===== src/rtl/spi_cmd_decoder.sv =====
// Byte-level SPI command decoder: pairs a command byte with the following data byte and
// services a small register file (CTRL, MODE, GPIO_OUT, GPIO_IN, WR_CNT).
module spi_cmd_decoder (
   input  logic       sys_clk,
   input  logic       rst_n,
   input  logic       ss,
   input  logic       rx_valid,
   input  logic [7:0] rx_byte,
   input  logic [7:0] gpio_in,
   output logic [7:0] tx_byte,
   output logic [7:0] mode,
   output logic [7:0] gpio_out,
   output logic       soft_rst,
   output logic       cmd_err
);

   localparam logic [3:0] AddrCtrl    = 4'h0;
   localparam logic [3:0] AddrMode    = 4'h1;
   localparam logic [3:0] AddrGpioOut = 4'hB;
   localparam logic [3:0] AddrGpioIn  = 4'hC;
   localparam logic [3:0] AddrWrCnt   = 4'hD;

   typedef enum logic [0:0] {StIdle, StData} state_e;

   state_e     state_q;
   logic       cmd_wr_q;
   logic [3:0] cmd_addr_q;
   logic [7:0] tx_byte_q;
   logic [7:0] mode_q;
   logic [7:0] gpio_out_q;
   logic [7:0] wr_cnt_q;
   logic       soft_rst_q;
   logic       cmd_err_q;
   logic [7:0] gpio_s1_q;
   logic [7:0] gpio_s2_q;

   logic       accept;
   logic       cmd_wr;
   logic [3:0] cmd_addr;
   logic       addr_valid;
   logic       cmd_bad;
   logic [7:0] rd_value;
   logic       wr_ok;

   assign accept   = rx_valid & ss;
   assign cmd_wr   = rx_byte[7];
   assign cmd_addr = rx_byte[3:0];

   // Decode of the incoming byte as a command; only meaningful in StIdle.
   always_comb begin
      addr_valid = 1'b0;
      rd_value   = 8'hFF;
      case (cmd_addr)
         AddrCtrl: begin
            addr_valid = 1'b1;
            rd_value   = 8'h00;
         end
         AddrMode: begin
            addr_valid = 1'b1;
            rd_value   = mode_q;
         end
         AddrGpioOut: begin
            addr_valid = 1'b1;
            rd_value   = gpio_out_q;
         end
         AddrGpioIn: begin
            addr_valid = 1'b1;
            rd_value   = gpio_s2_q;
         end
         AddrWrCnt: begin
            addr_valid = 1'b1;
            rd_value   = wr_cnt_q;
         end
         default: begin
            addr_valid = 1'b0;
            rd_value   = 8'hFF;
         end
      endcase
      cmd_bad = ~addr_valid | (cmd_wr & ((cmd_addr == AddrGpioIn) | (cmd_addr == AddrWrCnt)));
   end

   always_comb begin
      wr_ok = cmd_wr_q & ((cmd_addr_q == AddrCtrl) | (cmd_addr_q == AddrMode) |
                          (cmd_addr_q == AddrGpioOut));
   end

   always_ff @(posedge sys_clk or negedge rst_n) begin
      if (!rst_n) begin
         state_q    <= StIdle;
         cmd_wr_q   <= 1'b0;
         cmd_addr_q <= 4'h0;
         tx_byte_q  <= 8'h00;
         mode_q     <= 8'h00;
         gpio_out_q <= 8'h00;
         wr_cnt_q   <= 8'h00;
         soft_rst_q <= 1'b0;
         cmd_err_q  <= 1'b0;
         gpio_s1_q  <= 8'h00;
         gpio_s2_q  <= 8'h00;
      end else begin
         gpio_s1_q  <= gpio_in;
         gpio_s2_q  <= gpio_s1_q;
         soft_rst_q <= 1'b0;
         unique case (state_q)
            StIdle: begin
               if (accept) begin
                  state_q    <= StData;
                  cmd_wr_q   <= cmd_wr;
                  cmd_addr_q <= cmd_addr;
                  if (cmd_bad) begin
                     cmd_err_q <= 1'b1;
                  end
                  // Write commands report status with the updated error bit plus "pending".
                  if (cmd_wr) begin
                     tx_byte_q <= {cmd_err_q | cmd_bad, 6'b0, 1'b1};
                  end else begin
                     tx_byte_q <= rd_value;
                  end
               end
            end
            StData: begin
               if (!ss) begin
                  state_q   <= StIdle;
                  tx_byte_q <= {cmd_err_q, 7'b0};
               end else if (accept) begin
                  state_q   <= StIdle;
                  tx_byte_q <= {cmd_err_q, 7'b0};
                  if (wr_ok) begin
                     case (cmd_addr_q)
                        AddrCtrl: begin
                           if (rx_byte[0]) begin
                              mode_q     <= 8'h00;
                              gpio_out_q <= 8'h00;
                              wr_cnt_q   <= 8'h00;
                              cmd_err_q  <= 1'b0;
                              soft_rst_q <= 1'b1;
                              tx_byte_q  <= 8'h00;
                           end else if (rx_byte[1]) begin
                              cmd_err_q <= 1'b0;
                              tx_byte_q <= 8'h00;
                           end
                        end
                        AddrMode: begin
                           mode_q   <= rx_byte;
                           wr_cnt_q <= wr_cnt_q + 8'd1;
                        end
                        AddrGpioOut: begin
                           gpio_out_q <= rx_byte;
                           wr_cnt_q   <= wr_cnt_q + 8'd1;
                        end
                        default: ;
                     endcase
                  end
               end
            end
            default: state_q <= StIdle;
         endcase
      end
   end

   assign tx_byte  = tx_byte_q;
   assign mode     = mode_q;
   assign gpio_out = gpio_out_q;
   assign soft_rst = soft_rst_q;
   assign cmd_err  = cmd_err_q;

endmodule

===== config.mk =====
export PLATFORM = sky130hd
export DESIGN_NAME = spi_cmd_decoder
export DESIGN_NICKNAME = d
export VERILOG_FILES = /design/src/rtl/spi_cmd_decoder.sv
export SDC_FILE = /design/constraint.sdc
export NUM_CORES = 1
export LEC_CHECK = 0
export CAP_MARGIN = 0
export CORE_UTILIZATION = 50
export DETAILED_ROUTE_END_ITERATION = 12
export GPL_TIMING_DRIVEN = 0
export PLACE_DENSITY = 0.77
export SYNTH_ARGS = -nofsm -noshare
export SYNTH_HDL_FRONTEND = slang
export SYNTH_SLANG_ARGS = --single-unit

===== constraint.sdc =====
create_clock -name sys_clk -period 3.6 [get_ports sys_clk]
set_input_delay 0.36 -clock sys_clk [delete_from_list [all_inputs] [get_ports sys_clk]]
set_output_delay 0.36 -clock sys_clk [all_outputs]
set_load 0.005 [all_outputs]

# --- Word level (Yosys, flattened, before mapping) ---
# Index checks and enable logic that the tools add are counted.
# W data, S select, Z words.
totals:
  latch_bits: 0
  inputBits: 20
  ram_bits: 0
  regBits: 56
  output_inout_bits: 26
  mem_count: 0
  mem_bits_ro: 0
op_classes:
  div: 0
  order_cmp: 0
  n_addsub: 1
  n_eq_ne: 15
  muxes: 34
  shifts: 0
  multipliers: 0
  n_reduce_logical: 13
  bitwise_logic: 10
op_table:
  columns: ["cell", "n"]
  rows:
  - ["$mux W8", 9]
  - ["$pmux W8 S2", 4]
  - ["$pmux W8 S5", 1]
  - ["$mux W1", 18]
  - ["$reduce_and A6 Y1", 3]
  - ["$eq A4 B4 Y1 const B", 4]
  - ["$add A8 B1 Y8 const B", 1]
  - ["$eq A4 B1 Y1 const B", 2]
  - ["$logic_not A4 Y1", 2]
  - ["$ne A2 B2 Y1 const B", 4]
  - ["$reduce_and A7 Y1", 1]
  - ["$ne A2 B1 Y1 const B", 3]
  - ["$reduce_bool A2 Y1", 3]
  - ["$or A1 B1 Y1", 5]
  - ["$reduce_or A5 Y1", 1]
  - ["$pmux W1 S2", 2]
  - ["$reduce_and A2 Y1", 2]
  - ["$and A1 B1 Y1", 3]
  - ["$ne A3 B2 Y1 const B", 1]
  - ["$ne A3 B3 Y1 const B", 1]
  - ["$not A1 Y1", 2]
  - ["$reduce_or A2 Y1", 1]

# --- Longest topological paths before layout ---
# Gate-level depths: netlist of the first run.
depth:
  word_depth: 9
  mapped_depth: 7
  depth_no_buf: 5

# --- Least setup slack after synthesis of the first run ---
# No wires, ideal clock.
synth_path:
  path_kind: "register to register"
  from: "reg cmd_addr_q[1]"
  to: "reg gpio_out_q[0] (netlist: gpio_out[0])"
  path_slack_ps: 1863
  t_required_ps: 3479
  path_stages_with_launch: 8
  arrival_time_ps: 1616
  path_buffers: 2
  path_cell_list: "dfrtp_1 > buf_6 > or4_4 > nor2_2 > and2_4 > buf_8 > nor2_4 > a22o_1"
synth_via:
  elab_chain_len: 5
  elab_cells_between_ends: 10
  classes_between: "eq/ne: 3; mux: 1; bitwise: 3; reduce/logical: 3"
synth_rtl:
  columns: ["element", "line_no", "source"]
  rows:
  - ["from (decl)", "27", "logic [3:0] cmd_addr_q;"]
  - ["from (signal assigned)", "109", "cmd_addr_q <= cmd_addr;"]
  - ["$eq A4 B1 Y1 / $logic_not A4 Y1 (equally long branches)", "83, 129", null]
  - ["$or A1 B1 Y1 (2 in series)", "83", "wr_ok = cmd_wr_q & ((cmd_addr_q == AddrCtrl) | (cmd_addr_q == AddrMode) |"]
  - ["$and A1 B1 Y1", "83", null]
  - ["$reduce_and A6 Y1 (no line)", null, null]
  - ["to (signal assigned)", "148", "gpio_out_q <= rx_byte;"]
  - ["to (decl)", "30", "logic [7:0] gpio_out_q;"]
# Several ways; a longest one is shown, not always the timed one.
# A chain may end at the register's enable or synchronous reset.

# --- Worst setup path after layout of the first run ---
layout_path:
  from: "in rx_byte[2]"
  to: "reg tx_byte_q[7] (netlist: tx_byte[7])"
layout_via:
  elab_chain_len: 9
  elab_cells_between_ends: 16
  classes_between: "eq/ne: 4; mux: 5; bitwise: 5; reduce/logical: 2"
layout_rtl:
  columns: ["element", "line_no", "source"]
  rows:
  - ["from (decl)", "8", "input logic [7:0] rx_byte,"]
  - ["$eq A4 B4 Y1, or another cell as far along", "53, 79", null]
  - ["$reduce_or A5 Y1 (no line)", null, null]
  - ["$mux W1", "53", "case (cmd_addr)"]
  - ["$not A1 Y1", "79", "cmd_bad = ~addr_valid | (cmd_wr & ((cmd_addr == AddrGpioIn) | (cmd_addr == AddrWrCnt)));"]
  - ["$or A1 B1 Y1", "79", null]
  - ["$or A1 B1 Y1", "115", "tx_byte_q <= {cmd_err_q | cmd_bad, 6'b0, 1'b1};"]
  - ["$mux W8 *", "114", "if (cmd_wr) begin"]
  - ["$mux W8 *", "106", "if (accept) begin"]
  - ["$pmux W8 S2 *", "104", "unique case (state_q)"]
  - ["to (signal assigned)", "115", null]
  - ["to (signal assigned)", "117", "tx_byte_q <= rd_value;"]
  - ["to (signal assigned)", "124", "tx_byte_q <= {cmd_err_q, 7'b0};"]
  - ["to (decl)", "28", "logic [7:0] tx_byte_q;"]
# Mark *: on every way between the ends. The rest lies on a longest branch, timed or not. The select of a mux whose other input is x is not followed.

==> results.cfg, run 1 <==
[setup_path]
critPathTopFamily = buffers and inverters
cp_data_required_time_ps = 3810
cp.buffers_inverters = 2
startpoint_type = input pin
reg2regPathDepth = 7
crit_chain = clkdlybuf4s50_1, clkbuf_1, nand3b_1, nor2_1, a41oi_1, nand3_1, a32o_1
endpoint_kind = flop
r2r_slack_ps = 1730
worstSetupPathType = in -> reg
max_stage_delay_ps = 510
critical_path_arrival_ps = 2220
crit_cells = 7
cp_max_fo = 10
cpMaxStageDelayCell = clkdlybuf4s50_1

[placement]
gp_congestion = 0.891
numPortBuffers = 45
pre_cts_ws_ps = 1290
dp_hpwl_microns = 4330

[clock_tree]
numClockSinks = 56
cts_made_buffers = 5
cts_buffer_depth = 2
post_cts_buffers = 0
cts.clk_slew.worst_paths_ps = 110
cts_tree = built
hold_buffers = 1
clock-root-buffer = clkbuf_8
clk-insertion-delay-late_ps = 310
htree_levels = 2
cts-resized-gates = 0

[floorplan]
num_rows = 25
die_area_sq_um = 5380
fp.coreArea_sq_um = 4820
start_util_pct = 52.9
ios = 46
die_y_microns = 73.4
die-width_microns = 73.4

[detailed_routing]
ant_nets = 0
post-route-drc-count = 0
first_pass_iters = 4
avgViaCountPerCell = 5.60
wl_microns = 5810
dr_total_vias = 2039
drtIter0Drc = 145
wl_per_cell_microns = 16.0

[synthesis]
ys_async_sr_fraction_pct = 100
synth.distinct_cells = 46
avgSynthCellArea_sq_um = 10.6
ys_seq_area_share_pct = 55.0
synth_area_sq_um = 2550
syn-num-nets = 262
syn_inst = 241
synth_edf_count = 0
yosys_register_bits = 56
synth_warnings = 0
synth_top_flop_cell = dfrtp_1

[layout]
final_nets = 317
diodes = 0
fill_cells = 427
layout-drive-gt1-share_pct = 10.1
area_growth_pct = 25.8
layout_commonest_cell = dfrtp_1
final_cell_mix = 56 x dfrtp_1, 44 x clkdlybuf4s50_1, 40 x nand2_1

[power_and_ir_drop]
combPwrFrac_pct = 19.6
seqPwrFrac_pct = 53.9
cellPowerDensity_nw_per_um2 = 417
finalPower_mw = 1.34
swShare_pct = 28.2
power.switching_uw = 377
power_leakage_nw = 1.40
clkPwrFrac_pct = 26.5
p_int_uw = 958
worst_ir_drop_vdd_mv = 0.251

[sta]
maxSlewHeadroom_pct = 32.4
setup_tns_ps = 0
setup_viol_count_final = 0
skew_ps = 11.9
rsz0062_at_grt = no
fin_crit_sh_pct = 55.9
finalHoldViolCount = 0
fmax_mhz = 497
hold_ws_ps = 359
fin_ws_ps = 1590
period_minus_slack_ps = 2010
slew_viol_final = 0
worstMarginPinSlew_ps = 1010

[hold_path]
hold_depth = 0
hp-class = reg -> reg

[grt]
grt_pass1_vias = 1882
grt_usage_pct = 23.5
grt_max_degree = 37
antenna_found_initial = 0
grt_overflow = 0
grt_pass1_wl_microns = 9400

[run]
maxCapViolCount = 0

[run_status]
status = finished, final reports clean
-- path summary, 6_finish.rpt --
path	endpoint	startpoint
min in group asynchronous	cmd_addr_q[1]$_DFFE_PN0P_	rst_n
max in group asynchronous	mode[7]$_DFFE_PN0P_	rst_n
setup reg to reg	gpio_out[6]$_DFFE_PN0P_	cmd_addr_q[1]$_DFFE_PN0P_
setup / recovery	tx_byte[7]$_DFFE_PN0P_	rx_byte[2]
hold / removal	gpio_s2_q[7]$_DFF_PN0_	gpio_s1_q[7]$_DFF_PN0_
hold reg to reg	gpio_s2_q[7]$_DFF_PN0_	gpio_s1_q[7]$_DFF_PN0_
-- state kept, by name, summed over array words and instances, names as in the netlist --
signal / flops
gpio_out: 8
gpio_s1_q: 8
gpio_s2_q: 8
mode: 8
tx_byte: 8
wr_cnt_q: 8
cmd_addr_q: 4
cmd_err: 1
cmd_wr_q: 1
soft_rst: 1
state_q: 1
-- Yosys cell counts, drive strengths merged, types with 3 or more instances --
cell / instances / share of area, %
a21oi: 7 / 1.4
a221o: 6 / 2.4
a22o: 15 / 5.2
a41oi: 3 / 1.0
and2: 6 / 1.6
buf: 6 / 1.8
clkbuf: 7 / 1.0
dfrtp: 56 / 55
mux2: 5 / 2.2
nand2: 40 / 5.9
nand3: 13 / 2.6
nand3b: 3 / 0.88
nand4: 5 / 1.8
nor2: 17 / 2.9
nor2b: 3 / 0.74
nor3: 3 / 1.0
o21ai: 16 / 3.1
xor2: 5 / 1.7
-- logic make-up (layout without fill, tap and decap cells) --
logic type,Yosys count,after routing,synth area share (%)
AND/OR/NAND/NOR,99,99,20.0
AO/OA/AOI/OAI,58,58,16.6
adder cells (fa/ha/maj),1,1,0.491
multiplexers,6,6,2.60
XOR/XNOR,6,6,2.06
flip-flops,56,56,55.0
buffers and inverters,15,71,3.15
-- cell type report --
cell class	count	area (sq um)	share of cell area, %
flip-flops and latches	56	1400	43.7
multi-input cells	170	1060	33.2
repair buffers	48	480	15.0
well taps	67	83.8	2.62
plain buffers	13	72.6	2.26
clock buffers	5	68.8	2.15
clock inverters	3	25.0	0.781
inverters	2	7.51	0.234
-- power groups by stage --
stage,clock network [mW],registers (mW),logic [mW]
2_1_floorplan,0,0.723,0.141
3_3_place_gp,0,0.729,0.253
3_5_place_dp,0,0.732,0.260
4_1_cts,0.366,0.719,0.261
5_1_grt,0.396,0.726,0.291
6_report,0.354,0.719,0.262
-- per-stage QoR --
step,instance area [sq um],utilization [%],instances
finish,3200,66.5,364
global route,3200,66.5,364
CTS,3200,66.4,363
detailed placement,3100,64.3,354
global placement,3080,63.9,353
floorplan,2550,-,241
-- per-layer routing --
layer	GRT usage, %	vias to the layer above	routed length (microns)
met4	5.98	0	55
met5	0	-	0
met1	34.6	979	2760
met3	4.80	8	319
li1	-	984	-
met2	35.9	68	2670
Note: power is estimated with default switching activity, not from simulation.
==> run 2: changes to the inputs <==
clock period = 1.86 ns   (was 3.6 ns; I/O delays follow)
==> results.cfg, run 2 (same netlist as run 1, synthesis figures left out) <==
[run_status]
status = finished, final reports clean

[setup_path]
reg2regPathDepth = 6
r2r_start = cmd_addr_q[1]$_DFFE_PN0P_
cp_data_required_time_ps = 2060
r2r-end = gpio_out[6]$_DFFE_PN0P_
r2r_slack_ps = 70
worstSetupPathType = reg -> reg
endpoint_kind = flop
cp_max_fo = 8
startpoint_type = flop
critical_path_arrival_ps = 1990
critPathLaunch = cmd_addr_q[1]$_DFFE_PN0P_

[floorplan]
fp.coreArea_sq_um = 4820
die-width_microns = 73.4
start_util_pct = 52.9
ios = 46
die_y_microns = 73.4
die_area_sq_um = 5380
num_rows = 25

[clock_tree]
cts_tree = built
numClockSinks = 56
cts.clk_slew.worst_paths_ps = 100
clk-insertion-delay-late_ps = 310
htree_levels = 2
clock-root-buffer = clkbuf_8
cts_buffer_depth = 2
cts_made_buffers = 5

[sta]
skew_ps = 11.8
rsz0062_at_grt = no
period_minus_slack_ps = 1790
maxSlewHeadroom_pct = 33.3
fmax_mhz = 560
slew_viol_final = 0
finalHoldViolCount = 0
fin_crit_sh_pct = 96.1
worstMarginPinSlew_ps = 998
setup_viol_count_final = 0
setup_tns_ps = 0
hold_ws_ps = 298

[hold_path]
min_to = gpio_s1_q[7]$_DFF_PN0_
worstHoldStart = gpio_in[7]
hp-class = in -> reg
hold_depth = 1

[detailed_routing]
wl_microns = 5790
avgViaCountPerCell = 5.65
first_pass_iters = 4
wl_per_cell_microns = 16.0
ant_nets = 0
drtIter0Drc = 179
post-route-drc-count = 0
dr_total_vias = 2050

[layout]
area_growth_pct = 26.7
fin_cells = 363
final_nets = 316
final_cell_mix = 54 x dfrtp_1, 44 x clkdlybuf4s50_1, 40 x nand2_1
diodes = 0
fill_cells = 422
layout-drive-gt1-share_pct = 12.5
utilization_pct = 67.0
layout_commonest_cell = dfrtp_1

[placement]
dp_hpwl_microns = 4330
numPortBuffers = 45
placedCellCount = 354
gp_congestion = 0.891

[power_and_ir_drop]
power.switching_uw = 735
finalPower_mw = 2.60
clkPwrFrac_pct = 26.3
p_int_mw = 1.86
combPwrFrac_pct = 19.4
power_leakage_nw = 1.40
cellPowerDensity_nw_per_um2 = 805
swShare_pct = 28.3
worst_ir_drop_vdd_mv = 0.485
seqPwrFrac_pct = 54.3

[grt]
grt_pass1_wl_microns = 9390
antenna_found_initial = 0
grt_max_degree = 37
grt_usage_pct = 23.6
grt_overflow = 0
grt_pass1_vias = 1887

[run]
maxCapViolCount = 0
==> run 2: critical path, cell delays in order, from the launching register on <==
cell and delay, ps:
dfrtp_1 390, buf_6 140, or4_4 520, nor2_4 120
and2_4 220, nor2_4 80, a22o_1 200
==> run 2: per-stage QoR <==
step / cell area [sq um] / setup WS [ps]
3_5_place_dp: 3100 / -272
5_1_grt: 3230 / 5.21
3_3_place_gp: 3080 / -1080
4_1_cts: 3210 / 0.797
2_1_floorplan: 2550 / 123
6_report: 3230 / 73.2
==> run 2: area by class of cell <==
| cell class | count | area [sq um] | share of cell area [%] |
|---|---|---|---|
| clock inverters | 3 | 25.0 | 0.775 |
| plain buffers | 10 | 50.0 | 1.55 |
| multi-input cells | 170 | 1090 | 33.8 |
| repair buffers | 50 | 498 | 15.4 |
| inverters | 2 | 7.51 | 0.233 |
| clock buffers | 5 | 68.8 | 2.13 |
| flip-flops and latches | 56 | 1400 | 43.5 |
| well taps | 67 | 83.8 | 2.60 |
==> run 2: power by group through the flow <==
stage / clock network (mW) / logic [mW] / registers (mW)
global route: 0.766 / 0.561 / 1.42
global placement: 0 / 0.490 / 1.41
finish: 0.683 / 0.504 / 1.41
floorplan: 0 / 0.273 / 1.40
CTS: 0.708 / 0.495 / 1.41
detailed placement: 0 / 0.504 / 1.42
==> run 2: routing by layer <==
metal / up-vias / global-route usage [%] / share of wire (%)
met3: 10 / 4.80 / 6.3
met4: 0 / 5.98 / 1.4
met5: - / 0 / 0
met1: 975 / 34.5 / 46
met2: 84 / 36.1 / 46
li1: 981 / - / -
==> run 2: what timing repair did <==
action,CTS,global route
hold endpoints to repair,20,0
pin swaps,1,0
endpoints found under the setup margin,16,17
hold buffers,1,0
setup buffers,0,3
gates resized for setup,3,6
==> run 2: worst max path at each step <==
| stage | to | slack [ps] | depth (start not counted) |
|---|---|---|---|
| 3_3_place_gp | gpio_s1_q[6]$_DFF_PN0_ | -1080 | 1 |
| 5_1_grt | gpio_out[6]$_DFFE_PN0P_ | 5 | 6 |
| 6_report | gpio_out[6]$_DFFE_PN0P_ | 70 | 6 |
| 4_1_cts | gpio_out[4]$_DFFE_PN0P_ | 0.8 | 6 |
| 2_1_floorplan | gpio_out[0]$_DFFE_PN0P_ | 120 | 7 |
| 3_5_place_dp | tx_byte[7]$_DFFE_PN0P_ | -270 | 7 |
==> run 3: changes to the inputs <==
CTS_CLUSTER_SIZE = 10   (was default)
REMOVE_ABC_BUFFERS = 1   (was default)
==> results.cfg, run 3 (same netlist as run 1, synthesis figures left out) <==
[placement]
numPortBuffers = 45
gp_congestion = 0.888
pre_cts_ws_ps = -511
dp_hpwl_microns = 4210

[detailed_routing]
drtIter0Drc = 187
avgViaCountPerCell = 5.82
first_pass_iters = 4
dr_total_vias = 2042
post-route-drc-count = 0
wl_microns = 5850
ant_nets = 0
wl_per_cell_microns = 16.7

[floorplan]
die_y_microns = 73.4
fp.coreArea_sq_um = 4820
num_rows = 25
die-width_microns = 73.4
start_util_pct = 52.9
die_area_sq_um = 5380
ios = 46

[layout]
fill_cells = 416
final_nets = 304
area_growth_pct = 24.6
multi_input_area_sq_um = 1080
layout-drive-gt1-share_pct = 9.86
regArea_sq_um = 1400
final_cell_mix = 55 x dfrtp_1, 40 x nand2_1, 40 x clkdlybuf4s50_1
diodes = 0
layout_commonest_cell = dfrtp_1

[power_and_ir_drop]
seqPwrFrac_pct = 53.5
p_int_mw = 1.97
combPwrFrac_pct = 16.7
swShare_pct = 26.4
worst_ir_drop_vdd_mv = 0.664
finalPower_mw = 2.67
cellPowerDensity_nw_per_um2 = 843
power_leakage_nw = 1.39
clkPwrFrac_pct = 29.7
power.switching_uw = 705

[setup_path]
startpoint_type = flop
max_stage_delay_ps = 580
worstSetupPathType = reg -> reg
cp_max_fo = 8
cp_data_required_time_ps = 2060
endpoint_kind = flop
cpMaxStageDelayCell = or4_4
critical_path_arrival_ps = 2000
crit_chain = or4_4, nor2_2, and2_4, nor2_4, a22o_1

[sta]
worstMarginPinSlew_ps = 832
fin_crit_sh_pct = 96.6
period_minus_slack_ps = 1800
slew_viol_final = 0
skew_ps = 8.37
finalHoldViolCount = 0
rsz0062_at_grt = no
fmax_mhz = 557
fin_ws_ps = 63.6
setup_viol_count_final = 0
maxSlewHeadroom_pct = 44.0

[clock_tree]
cts_made_buffers = 5
clock-root-buffer = clkbuf_8
cts.clk_slew.worst_paths_ps = 100
cts_buffer_depth = 2
cts_tree = built
numClockSinks = 56
htree_levels = 2
clk-insertion-delay-late_ps = 310

[run]
maxCapViolCount = 0

[grt]
grt_overflow = 0
antenna_found_initial = 0
grt_pass1_wl_microns = 9740
grt_max_degree = 40
grt_usage_pct = 24.2
grt_pass1_vias = 1952

[run_status]
status = finished, final reports clean

[hold_path]
hp-class = in -> reg
run 3: cell types whose count changed in the layout (fill, tap and decap cells not counted), sizes merged:
cell and change:
buf -6, clkbuf -5, clkdlybuf4s50 -4, dlymetal6s2s +2
bufinv +1, clkdlybuf4s15 +1, clkinvlp -1, dlygate4sd2 +1
inv -1
run 3: layout make-up:
class / instances / area share, %
repair buffers: 48 / 15.3
inverters: 2 / 0.237
clock buffers: 6 / 2.29
flip-flops and latches: 56 / 44.2
clock inverters: 2 / 1.22
multi-input cells: 170 / 34.1
well taps: 67 / 2.64
run 3: critical path: cells and delay by family, from the launching register on:
| kind | cells | cell delay, ps |
|---|---|---|
| AO/OA/AOI/OAI | 1 | 200 |
| flip-flops | 1 | 480 |
| AND/OR/NAND/NOR | 4 | 1010 |
run 3: power groups by stage:
| stage | combinational, mW | sequential, mW | clock (mW) |
|---|---|---|---|
| after global routing | 0.501 | 1.45 | 0.852 |
| after floorplan | 0.213 | 1.43 | 0 |
| after CTS | 0.448 | 1.43 | 0.809 |
| final | 0.448 | 1.43 | 0.794 |
| after detailed placement | 0.444 | 1.45 | 0 |
| after global placement | 0.430 | 1.44 | 0 |
run 3: final timing paths:
kind                                           start  slack [ps]                         to  cells past startpoint
setup reg to reg           cmd_addr_q[1]$_DFFE_PN0P_          60    gpio_out[0]$_DFFE_PN0P_                      5
setup / recovery           cmd_addr_q[1]$_DFFE_PN0P_          60    gpio_out[0]$_DFFE_PN0P_                      5
hold / removal                            gpio_in[3]         300     gpio_s1_q[3]$_DFF_PN0_                      1
max in group asynchronous                      rst_n         950  cmd_addr_q[1]$_DFFE_PN0P_                      3
hold reg to reg               gpio_s1_q[7]$_DFF_PN0_         360     gpio_s2_q[7]$_DFF_PN0_                      0
min in group asynchronous                      rst_n         350    wr_cnt_q[5]$_DFFE_PN0P_                      2
run 3: timing repair:
action                                  4_1_cts  5_1_grt
endpoints found under the setup margin       20       27
resized for setup                             4        6
hold buffers                                  1        0
setup buffers                                 0        1
endpoints found under the hold margin        17        0
run 3: metrics by stage:
step           util, %  TNS [ps]  cells  hold WS (ps)  instance area (sq um)
2_1_floorplan        -         0    228          -110                   2470
3_3_place_gp      62.4    -67950    340           332                   3010
3_5_place_dp      62.8     -9000    341           155                   3020
4_1_cts           65.5         0    350           293                   3150
5_1_grt           65.9         0    351           293                   3170
6_report          65.9         0    351           302                   3170
run 3: metal layers:
| layer | vias up | wire [microns] | GRT usage, % |
|---|---|---|---|
| met4 | 0 | 63 | 6.62 |
| met1 | 1008 | 2620 | 33.2 |
| met5 | - | 0 | 0 |
| met2 | 76 | 2890 | 39.3 |
| met3 | 7 | 288 | 5.21 |
| li1 | 951 | - | - |
